==> src/rtl/icache_responder_pkg.sv <==
// Shared types and line geometry for the direct-mapped instruction cache.
package icache_responder_pkg;

    localparam int unsigned LINE_BYTES  = 32;
    localparam int unsigned BEAT_BITS   = 64;
    localparam int unsigned BEATS       = 4;
    localparam int unsigned OFFSET_BITS = 5;
    localparam int unsigned LINE_BITS   = LINE_BYTES * 8;
    localparam int unsigned WORD_BITS   = 32;

    typedef enum logic [1:0] {StIdle, StFill, StDrain, StResp} state_e;

    function automatic logic [WORD_BITS-1:0] line_word(input logic [LINE_BITS-1:0] line,
                                                       input logic [2:0] sel);
        return line[32'(sel) * WORD_BITS +: WORD_BITS];
    endfunction

endpackage

==> src/rtl/icache_responder_if.sv <==
// Fetch-side request/response and memory burst signals of the instruction cache.
interface icache_responder_if;
    import icache_responder_pkg::*;

    logic [31:0]           cache_addr;
    logic [3:0]            cache_rmask;
    logic [WORD_BITS-1:0]  cache_rdata;
    logic [LINE_BITS-1:0]  cache_rdata_line;
    logic                  cache_resp;
    logic                  flush;
    logic [31:0]           mem_addr;
    logic                  mem_read;
    logic [BEAT_BITS-1:0]  mem_rdata;
    logic                  mem_rvalid;

    modport master (
        output cache_addr, cache_rmask, flush, mem_rdata, mem_rvalid,
        input  cache_rdata, cache_rdata_line, cache_resp, mem_addr, mem_read
    );

    modport slave (
        input  cache_addr, cache_rmask, flush, mem_rdata, mem_rvalid,
        output cache_rdata, cache_rdata_line, cache_resp, mem_addr, mem_read
    );

endinterface

==> src/rtl/icache_fill_buffer.sv <==
// Beat counter and line assembly register for a 4-beat refill burst.
module icache_fill_buffer
    import icache_responder_pkg::*;
(
    input  logic                 clk_i,
    input  logic                 rst_ni,
    input  logic                 start_i,
    input  logic                 beat_valid_i,
    input  logic [BEAT_BITS-1:0] beat_data_i,
    output logic                 line_done_o,
    output logic [LINE_BITS-1:0] line_o
);

    localparam int unsigned CntBits = $clog2(BEATS);

    logic [CntBits-1:0]   cnt_q, cnt_d;
    logic [LINE_BITS-1:0] line_q, line_d;

    // line_o includes the beat arriving this cycle so the last beat can be written directly.
    always_comb begin
        cnt_d  = cnt_q;
        line_d = line_q;
        if (start_i) begin
            cnt_d = '0;
        end else if (beat_valid_i) begin
            cnt_d = cnt_q + 1'b1;
            for (int unsigned k = 0; k < BEATS; k++) begin
                if (cnt_q == CntBits'(k)) begin
                    line_d[k * BEAT_BITS +: BEAT_BITS] = beat_data_i;
                end
            end
        end
    end

    assign line_done_o = beat_valid_i && (cnt_q == CntBits'(BEATS - 1));
    assign line_o      = line_d;

    always_ff @(posedge clk_i) begin
        if (!rst_ni) begin
            cnt_q <= '0;
        end else begin
            cnt_q <= cnt_d;
        end
    end

    always_ff @(posedge clk_i) begin
        line_q <= line_d;
    end

endmodule

==> src/rtl/icache_responder.sv <==
// Direct-mapped read-only instruction cache: registered hit response, 4-beat refill on miss.
module icache_responder
    import icache_responder_pkg::*;
#(
    parameter int unsigned SETS = 16
) (
    input  logic               clk,
    input  logic               rst,
    icache_responder_if.slave  bus
);

    localparam int unsigned IndexBits    = $clog2(SETS);
    localparam int unsigned LineAddrBits = 32 - OFFSET_BITS;
    localparam int unsigned TagBits      = LineAddrBits - IndexBits;

    state_e                  state_q, state_d;
    logic [LineAddrBits-1:0] line_addr_q, line_addr_d;
    logic [WORD_BITS-1:0]    rdata_q, rdata_d;
    logic [LINE_BITS-1:0]    line_out_q, line_out_d;
    logic                    resp_q, resp_d;
    logic                    mem_read_q, mem_read_d;
    logic                    flush_seen_q, flush_seen_d;

    logic [SETS-1:0]         valid_q;
    logic [TagBits-1:0]      tag_q  [SETS];
    logic [LINE_BITS-1:0]    data_q [SETS];

    logic [IndexBits-1:0]    req_idx, fill_idx;
    logic [TagBits-1:0]      req_tag, fill_tag;
    logic [2:0]              word_sel;
    logic                    req_valid, hit;
    logic                    beat_valid, line_done, fill_start, fill_write;
    logic [LINE_BITS-1:0]    fill_line;
    logic                    unused_addr_bits;

    assign req_idx   = bus.cache_addr[OFFSET_BITS +: IndexBits];
    assign req_tag   = bus.cache_addr[31 -: TagBits];
    assign word_sel  = bus.cache_addr[OFFSET_BITS-1:2];
    assign fill_idx  = line_addr_q[IndexBits-1:0];
    assign fill_tag  = line_addr_q[LineAddrBits-1 -: TagBits];
    assign req_valid = |bus.cache_rmask;
    assign hit       = valid_q[req_idx] && (tag_q[req_idx] == req_tag);
    assign beat_valid = (state_q == StFill) && bus.mem_rvalid;
    assign unused_addr_bits = ^bus.cache_addr[1:0];

    icache_fill_buffer u_fill_buffer (
        .clk_i        (clk),
        .rst_ni       (rst),
        .start_i      (fill_start),
        .beat_valid_i (beat_valid),
        .beat_data_i  (bus.mem_rdata),
        .line_done_o  (line_done),
        .line_o       (fill_line)
    );

    always_comb begin
        state_d      = state_q;
        line_addr_d  = line_addr_q;
        rdata_d      = rdata_q;
        line_out_d   = line_out_q;
        resp_d       = 1'b0;
        mem_read_d   = mem_read_q;
        flush_seen_d = flush_seen_q;
        fill_start   = 1'b0;
        fill_write   = 1'b0;
        unique case (state_q)
            StIdle: begin
                // A request still held during its own response cycle is not re-accepted.
                if (req_valid && !resp_q) begin
                    if (hit) begin
                        resp_d     = 1'b1;
                        line_out_d = data_q[req_idx];
                        rdata_d    = line_word(data_q[req_idx], word_sel);
                    end else begin
                        line_addr_d  = bus.cache_addr[31:OFFSET_BITS];
                        mem_read_d   = 1'b1;
                        fill_start   = 1'b1;
                        flush_seen_d = 1'b0;
                        state_d      = StFill;
                    end
                end
            end
            StFill: begin
                if (bus.flush) flush_seen_d = 1'b1;
                if (line_done) begin
                    mem_read_d = 1'b0;
                    if (flush_seen_q || bus.flush) begin
                        state_d = StDrain;
                    end else begin
                        fill_write = 1'b1;
                        resp_d     = 1'b1;
                        line_out_d = fill_line;
                        rdata_d    = line_word(fill_line, word_sel);
                        state_d    = StResp;
                    end
                end
            end
            StDrain: state_d = StIdle;
            StResp:  state_d = StIdle;
            default: state_d = StIdle;
        endcase
    end

    always_ff @(posedge clk) begin
        if (!rst) begin
            state_q      <= StIdle;
            line_addr_q  <= '0;
            rdata_q      <= '0;
            line_out_q   <= '0;
            resp_q       <= 1'b0;
            mem_read_q   <= 1'b0;
            flush_seen_q <= 1'b0;
        end else begin
            state_q      <= state_d;
            line_addr_q  <= line_addr_d;
            rdata_q      <= rdata_d;
            line_out_q   <= line_out_d;
            resp_q       <= resp_d;
            mem_read_q   <= mem_read_d;
            flush_seen_q <= flush_seen_d;
        end
    end

    always_ff @(posedge clk) begin
        if (!rst || bus.flush) begin
            valid_q <= '0;
        end else if (fill_write) begin
            valid_q[fill_idx] <= 1'b1;
        end
    end

    always_ff @(posedge clk) begin
        if (fill_write) begin
            tag_q[fill_idx]  <= fill_tag;
            data_q[fill_idx] <= fill_line;
        end
    end

    assign bus.cache_rdata      = rdata_q;
    assign bus.cache_rdata_line = line_out_q;
    assign bus.cache_resp       = resp_q;
    assign bus.mem_read         = mem_read_q;
    assign bus.mem_addr         = {line_addr_q, {OFFSET_BITS{1'b0}}};

endmodule

==> src/flat_wrapper.sv <==
// flat-port wrapper written by rule: the top's interface ports become plain ports
module icache_responder_flat import icache_responder_pkg::*;
#(
    parameter int unsigned SETS = 16
)
  (clk, rst, bus_cache_addr, bus_cache_rmask, bus_flush, bus_mem_rdata, bus_mem_rvalid, bus_cache_rdata, bus_cache_rdata_line, bus_cache_resp, bus_mem_addr, bus_mem_read);
  icache_responder_if bus_i ();
  input  logic clk;
  input  logic rst;
  input wire logic [$bits(bus_i.cache_addr)-1:0] bus_cache_addr;
  input wire logic [$bits(bus_i.cache_rmask)-1:0] bus_cache_rmask;
  input wire logic [$bits(bus_i.flush)-1:0] bus_flush;
  input wire logic [$bits(bus_i.mem_rdata)-1:0] bus_mem_rdata;
  input wire logic [$bits(bus_i.mem_rvalid)-1:0] bus_mem_rvalid;
  output wire logic [$bits(bus_i.cache_rdata)-1:0] bus_cache_rdata;
  output wire logic [$bits(bus_i.cache_rdata_line)-1:0] bus_cache_rdata_line;
  output wire logic [$bits(bus_i.cache_resp)-1:0] bus_cache_resp;
  output wire logic [$bits(bus_i.mem_addr)-1:0] bus_mem_addr;
  output wire logic [$bits(bus_i.mem_read)-1:0] bus_mem_read;
  assign bus_i.cache_addr = bus_cache_addr;
  assign bus_i.cache_rmask = bus_cache_rmask;
  assign bus_i.flush = bus_flush;
  assign bus_i.mem_rdata = bus_mem_rdata;
  assign bus_i.mem_rvalid = bus_mem_rvalid;
  assign bus_cache_rdata = bus_i.cache_rdata;
  assign bus_cache_rdata_line = bus_i.cache_rdata_line;
  assign bus_cache_resp = bus_i.cache_resp;
  assign bus_mem_addr = bus_i.mem_addr;
  assign bus_mem_read = bus_i.mem_read;
  icache_responder #(.SETS(SETS)) u_core (.clk(clk), .rst(rst), .bus(bus_i));
endmodule
==> config.mk <==
export PLATFORM = sky130hd
export DESIGN_NAME = icache_responder_flat
export DESIGN_NICKNAME = d
export VERILOG_FILES = /design/src/rtl/icache_responder_pkg.sv /design/src/rtl/icache_responder_if.sv /design/src/rtl/icache_fill_buffer.sv /design/src/rtl/icache_responder.sv /design/src/flat_wrapper.sv
export SDC_FILE = /design/constraint.sdc
export NUM_CORES = 2
export LEC_CHECK = 0
export ABC_CLOCK_PERIOD_IN_PS = 29900
export CAP_MARGIN = 20
export CORE_ASPECT_RATIO = 1.4
export CORE_MARGIN = 2
export CORE_UTILIZATION = 40
export CTS_BUF_LIST = sky130_fd_sc_hd__clkbuf_16
export CTS_CLUSTER_DIAMETER = 100
export DETAILED_ROUTE_END_ITERATION = 16
export SETUP_SLACK_MARGIN = 0.05
export SLEW_MARGIN = 20
export SYNTH_ARGS = -nofsm -noshare
export SYNTH_HDL_FRONTEND = slang
export SYNTH_MEMORY_MAX_BITS = 65536
export SYNTH_SLANG_ARGS = --single-unit
==> constraint.sdc <==
create_clock -name clk -period 29.9 [get_ports clk]
set_input_delay 5.98 -clock clk [delete_from_list [all_inputs] [get_ports clk]]
set_output_delay 5.98 -clock clk [all_outputs]
set_load 0.005 [all_outputs]
# --- Word-level counts from Yosys, hierarchy flattened ---
# Memories as Yosys holds them, arrays and structs flattened.
# Index checks and enable logic that the tools add are counted.
op_classes:
  order_cmp: 3
  reduce_logical: 20
  n_addsub: 1
  shift: 2
  mux: 44
  n_bitwise: 3
  n_eq_ne: 13
op_table:
  columns: ["op", "n"]
  rows:
  - ["$mux W256", 6]
  - ["$pmux W256 S2", 1]
  - ["$shiftx A256 B9 Y32", 2]
  - ["$mux W64", 4]
  - ["$mux W32", 4]
  - ["$pmux W32 S2", 1]
  - ["$eq A23 B23 Y1", 1]
  - ["$mux W1", 19]
  - ["$or A16 B16 Y16", 1]
  - ["$lt A4 B5 Y1 const B", 2]
  - ["$eq A2 B2 Y1 const B", 4]
  - ["$reduce_and A4 Y1", 2]
  - ["$mux W2", 3]
  - ["$ne A2 B1 Y1 const B", 3]
  - ["$ne A2 B2 Y1 const B", 3]
  - ["$pmux W1 S2", 3]
  - ["$pmux W2 S3", 1]
  - ["$reduce_and A3 Y1", 2]
  - ["$logic_and A1 B1 Y1", 5]
  - ["$reduce_and A5 Y1", 1]
  - ["$bmux W1 S4", 1]
  - ["$demux W1 S4", 1]
  - ["$eq A2 B1 Y1 const B", 2]
  - ["$ge A4 B1 Y1 const B", 1]
  - ["8 further kinds", 13]
word_totals:
  out_inout_bits: 322
  register_bits: 594
  ram_bits: 4464
  inputBits: 104
  n_memories: 2
memory_table:
  columns: ["name", "words", "word_bits", "read_ports", "rd_ports_with_merged_regs", "write_ports", "line", "rtl"]
  rows:
  - ["u_core.data_q", 16, 256, 1, 0, 1, "icache_responder.sv:26", "logic [LINE_BITS-1:0] data_q [SETS];"]
  - ["u_core.tag_q", 16, 23, 1, 0, 1, "icache_responder.sv:25", "logic [TagBits-1:0] tag_q [SETS];"]

# --- Longest topological paths before layout ---
depth:
  word_depth: 11
  mapped_depth: 17

# --- Hierarchy ---
# From an unflattened synthesis, not the netlist that was laid out.
hier_totals:
  cells_unflattened: 9484
  area_unflattened_um2: 196100.6
by_module_without_submodules:
  columns: ["module", "cells_per_inst", "area_per_inst_um2", "seq_area_each_um2", "instances"]
  rows:
  - ["icache_responder", 8924, 186741.6, 140775.0, 1]
  - ["icache_fill_buffer", 560, 9359.0, 5165.0, 1]

# --- Least setup slack after synthesis ---
# Ideal clock, no wire load.
synth_path:
  path_kind: "input -> register"
  start: "input port bus_mem_rvalid"
  end: "memory u_core.data_q[3][0] in the netlist's numbering, enable pin"
  stages: 6
  arrival_ps: 25880
  path_slack_ps: 2757
  setup_time_ps: 1263
  path_cell_list: "nand4b_1 -> clkbuf_1 -> buf_1 -> nor3_1 -> nand3_1 -> nor3_1"
synth_between:
  elab_chain_cells: 6
synth_rtl:
  columns: ["element", "line", "rtl"]
  rows:
  - ["from (decl)", "flat_wrapper.sv:14", "input wire logic [$bits(bus_i.mem_rvalid)-1:0] bus_mem_rvalid;"]
  - ["$logic_and A1 B1 Y1", "icache_responder.sv:43", "assign beat_valid = (state_q == StFill) && bus.mem_rvalid;"]
  - ["$logic_and A1 B1 Y1", "icache_fill_buffer.sv:35", "assign line_done_o = beat_valid_i && (cnt_q == CntBits'(BEATS - 1));"]
  - ["$mux W1", "icache_responder.sv:85", "if (line_done) begin"]
  - ["$mux W1", "icache_responder.sv:66", "unique case (state_q)"]
  - ["$mux W1", "icache_responder.sv:133", "if (fill_write) begin"]
  - ["$mux W1 (not written as such)", "icache_responder.sv:135", "data_q[fill_idx] <= fill_line;"]
  - ["to (decl)", "icache_responder.sv:26", null]
# No other way between the ends.

# --- Worst setup path in the final report ---
layout_path:
  start: "input port bus_cache_addr[5]"
  end: "register u_core.rdata_q[28], in the netlist u_core.bus.cache_rdata[28]"
layout_between:
  elab_chain_cells: 11
layout_rtl:
  columns: ["element", "line", "rtl"]
  rows:
  - ["from (decl)", "flat_wrapper.sv:10", "input wire logic [$bits(bus_i.cache_addr)-1:0] bus_cache_addr;"]
  - ["$mem_v2 Z16 W23 / $bmux W1 S4 (equally long branches)", null, null]
  - ["$eq A23 B23 Y1 / $mux W1 (equally long branches)", "icache_responder.sv:42", "assign hit = valid_q[req_idx] && (tag_q[req_idx] == req_tag);"]
  - ["$logic_and A1 B1 Y1", "icache_responder.sv:42", null]
  - ["$mux W1", "icache_responder.sv:70", "if (hit) begin"]
  - ["$mux W1", "icache_responder.sv:69", "if (req_valid && !resp_q) begin"]
  - ["$mux W1", "icache_responder.sv:66", null]
  - ["$mux W256", "icache_fill_buffer.sv:23", "if (start_i) begin"]
  - ["$shiftx A256 B9 Y32", "icache_responder_pkg.sv:15", "return line[32'(sel) * WORD_BITS +: WORD_BITS];"]
  - ["$mux W32", "icache_responder.sv:87", "if (flush_seen_q || bus.flush) begin"]
  - ["$mux W32", "icache_responder.sv:85", null]
  - ["$pmux W32 S2", "icache_responder.sv:66", null]
  - ["to (signal assigned)", "icache_responder.sv:116", "rdata_q <= rdata_d;"]
  - ["to (decl)", "icache_responder.sv:18", "logic [WORD_BITS-1:0] rdata_q, rdata_d;"]
# Several ways; a longest one is shown, not always the timed one. The select of a mux whose other input is x is not followed.
# A chain may end at the register's enable or synchronous reset.

==> flow_results.org <==
** Run status
- The run finished with clean final reports.

** Die
- Placeable core area :: between 400000 and 500000 µm²
- I/O pin count :: roughly 430
- Total Die Area :: 493000 µm²
- Once the floorplan was initialized, standard cells occupied around two fifths of the core.
- Row generation in the floorplan step produced 303 rows.
- Die Height :: 830 µm
- Measured along the x axis, the die boundary spans 594 µm.

** Setup path
- Critical Path Sink Type :: register
- Kind of critical path :: in2reg
- Data on the critical path arrives at its endpoint at 12.60 ns.
- STA classifies the critical path startpoint as an input port.
- Worst reg2reg path depth :: 8
- In this run the worst path has a maximum fanout of 98.
- At the worst endpoint, the required time is 30.80 ns.

** Routing
- Wires add up to 597000 µm.
- In the routed layout, each cell is associated on average with a via count of 6.07.
- The count of nets left with antenna violations once routing finished came out at 0.
- Via count of the routed design :: 103625
- The pre-antenna-repair detailed-routing pass consisted of 6 iterations.
- After detailed routing, the average wire length per cell comes to 35.0 µm.
- For this block, the initial DRC count from the detailed router was about 14000.
- In the routed design, unresolved DRC markers number 0.

** GRT
- Global routing consumed, over all layers together, a little under a quarter of the routing resources.
- Total global routing overflow :: 0
- Global-route wire length before repair :: 824000 µm
- The number of antenna violations at the first check in global routing is 66.
- Entering global routing, the biggest net connects 160 pins.
- Vias in the first global route :: 102863

** Finish
- Most frequent cells in the layout :: edfxtp_1 (4464), mux4_2 (1216), dfxtp_1 (594)
- Post-synthesis to final-layout area growth :: 13.7%
- Area of the multi-input gates :: 45800 µm²
- # fillers :: 40600
- In the final layout, the share of cells above drive strength 1 is 23.7%.
- The finished cells cover 222000 µm².
- Post-layout net count :: 10342
- Final core occ :: 45.6%
- Sequential cell area in the final layout :: 146000 µm²
- The library cell used most frequently in the layout, excluding fill and tap cells, is edfxtp_1.

** STA
- Smallest hold slack :: 0.463 ns
- Final clock period utilization by the worst path :: between 30% and 40%
- The number of hold violations in the final report is 0.
- In this run the tightest slew margin relative to its limit is between 10 and 15%.
- RSZ-0062 raised after global routing :: no
- Number of failing setup endpoints in the final timing report :: 0
- Worst clock skew :: 0.116 ns
- Across all setup checks in the final design, the least slack found is ~18 ns.
- For the pin with the worst max-slew slack, the measured transition is 1.32 ns.
- Final min period :: 11.71 ns
- Slew Limit Fails :: 0
- F_max :: 85.4 MHz
- After routing, the total negative slack on setup checks comes to 0 ns.

** Synthesis
- Netlist Area Pre-Place :: between 150000 and 200000 µm²
- Synth Area in XOR/XNOR :: 0.139%
- After synthesis, flip-flops and latches occupy between 70% and 80% of the total area.
- In this run the biggest area consumer among cell types represents between 60% and 70% of the synthesized area.
- Post-synthesis compound-gate area fraction :: 3.29%
- Top_reg_cell synth :: edfxtp_1
- Synthesis instantiated a little under 80 different standard cells from the library.
- Share of flip-flops with an asynchronous set or reset :: 0%
- Measured against the total synthesized area, the mux share comes to 17.3%.
- Synthesis inferred approximately 5100 register bits.
- Ranked by total cell area, the synthesized netlist is headed by edfxtp_1 (69%), mux4_2 (14%), dfxtp_1 (6.1%), mux2_2 (1.6%), mux2i_1 (1.6%).
- Synthesis handed over a netlist of slightly below 10000 instances.
- Post-Syn Area per Cell :: approximately 20 µm²
- Yosys warnings :: 0
- The biggest area contributor in the post-synthesis netlist is edfxtp_1.
- By area, the combinational part of the netlist is dominated by multiplexers.
- Of the total synthesized cell area, the portion taken by full adders, half adders and majority gates is 0.0257%.
- Counting flops with a built-in enable in the synthesized netlist gives ~4500.
- Summing the areas of all and, or, nand and nor instances in the mapped netlist gives roughly 2.5% of the synthesized area.

** Power and ir drop
- The analysis attributes to net switching a power of ~3500 µW.
- Internal power :: around 11000 µW
- IR analysis of the VDD net gives a maximum drop of 0.0000554 V.
- In this run the power density over the cells is 67.8 nW/µm².
- Net switching is between 20% and 30% of the power.
- The clock network burns 38.9% of the power.
- Per report_power, the sequential group accounts for 53.2% of the total.
- Summed over all cells, the static leakage comes to 0.0756 µW.
- Part of the power in combinational logic :: between 7 and 8%

** CTS
- The clock reaches the later pin of the worst-skew pair after 1.07 ns.
- Clock tree from TritonCTS :: yes
- Total number of H-tree levels :: 5
- Postcts setup bufs :: 0
- Clock tree synthesis inserted a total of 465 buffers.
- For this design, the CTS-stage hold fixing added 0 buffers.
- Clock-pin slew was measured on the worst setup and hold paths at 0.06 ns.
- Clock Path Buffers :: 4
- Clock sink total :: between 5000 and 6000
- Number of instances resized during post-cts repair :: 0
- Clock Root Buffer :: clkbuf_16

** Job
- Max-cap violation count :: 0

** Placement
- DP Wirelength :: 341000 µm
- Count of input and output buffers :: 418
- Routability Congestion :: 0.822
- Instance area at placement :: 207000 µm²
- Prior to clock tree synthesis, the placed netlist has a worst setup slack of 16.86 ns.

** Min path
- Along the worst hold path, the cell count comes to 1.
- Worst hold-check path type :: reg2reg
[cell families (layout without fill, tap and decap cells)]
logic type                 count (synthesis)  in the layout
muxes                                   1819           1819
DFF                                     5058           5058
and+or+nand+nor                         1122           1122
buffers and inverters                    657           1603
adders and majority gates                  4              4
other                                      1             27
AOI/OAI and AO/OA                       1001           1001
xor gates and xnor gates                  31             31
[metrics by stage]
step | total power [µW] | cells
after floorplan | 8750 | 9697
after global placement | 9280 | 16168
after detailed placement | 9310 | 16170
after global routing | 15400 | 17053
after CTS | 15100 | 17046
final | 15000 | 17070
[critical path, cell delays in order]
cell and delay [ns]:
buf_16 0.47, buf_4 0.70, buf_12 0.44, buf_12 0.45, buf_4 0.75, buf_4 0.66
mux4_2 0.60, mux4_2 0.47, mux2i_1 0.85, mux2i_1 0.14, o21ai_0 0.19, nor2_1 0.09
nor2_1 0.12, a211oi_1 0.07
[worst paths after layout]
path,end,slack [ns],startpoint
setup / recovery,u_core.bus.cache_rdata[28],18.19,bus_cache_addr[5]
hold / removal,u_core.valid_q[15],0.46,u_core.valid_q[15]
setup reg to reg,u_core.data_q[12][151],22.94,u_core.state_q[0]
hold reg to reg,u_core.valid_q[15],0.46,u_core.valid_q[15]
[layer usage]
metal  GRT usage [%]  part of all wire, %  vias to the layer above
li1                -                    -                    41055
met1            32.5                   40                    56228
met2            37.4                   47                     5457
met3            6.06                   11                      855
met4            6.87                  3.0                       30
met5               0                0.032                        -
[synth_stat cells, drive strengths merged, types with 44 or more instances]
master,instances
o22ai,47
buf,395
clkbuf,240
nor2,183
mux2,286
o21ai,196
nor3,138
mux4,1216
o211ai,103
or2,44
nand4,73
a21oi,301
edfxtp,4464
nand3,109
a211oi,98
mux2i,317
dfxtp,594
nand2,530
[registers in the layout, indices dropped and copies added (netlist names), 16 cells and up]
register	count
u_core.data_q	4096
u_core.tag_q	368
u_core.bus.cache_rdata_line	256
u_core.u_fill_buffer.line_q	256
u_core.bus.cache_rdata	32
u_core.valid_q	16
u_core.line_addr_q	27
[power by group through the flow]
stage          combinational, µW  clock, µW  sequential, µW
4_1_cts                     1180       5910            7990
2_1_floorplan                642          0            8110
3_5_place_dp                1170          0            8140
3_3_place_gp                1140          0            8130
5_1_grt                     1250       6160            8000
6_report                    1190       5830            7990
[area by class of cell]
cell class	count	share of cell area (%)
inverters	22	0.0446
well taps	6405	3.62
flip-flops and latches	5058	65.9
clock inverters	408	1.44
diodes	22	0.0248
clock buffers	468	5.29
multi-input cells	3982	20.7
repair buffers	705	3.06
No activity file was read; power rests on OpenSTA's default activity.
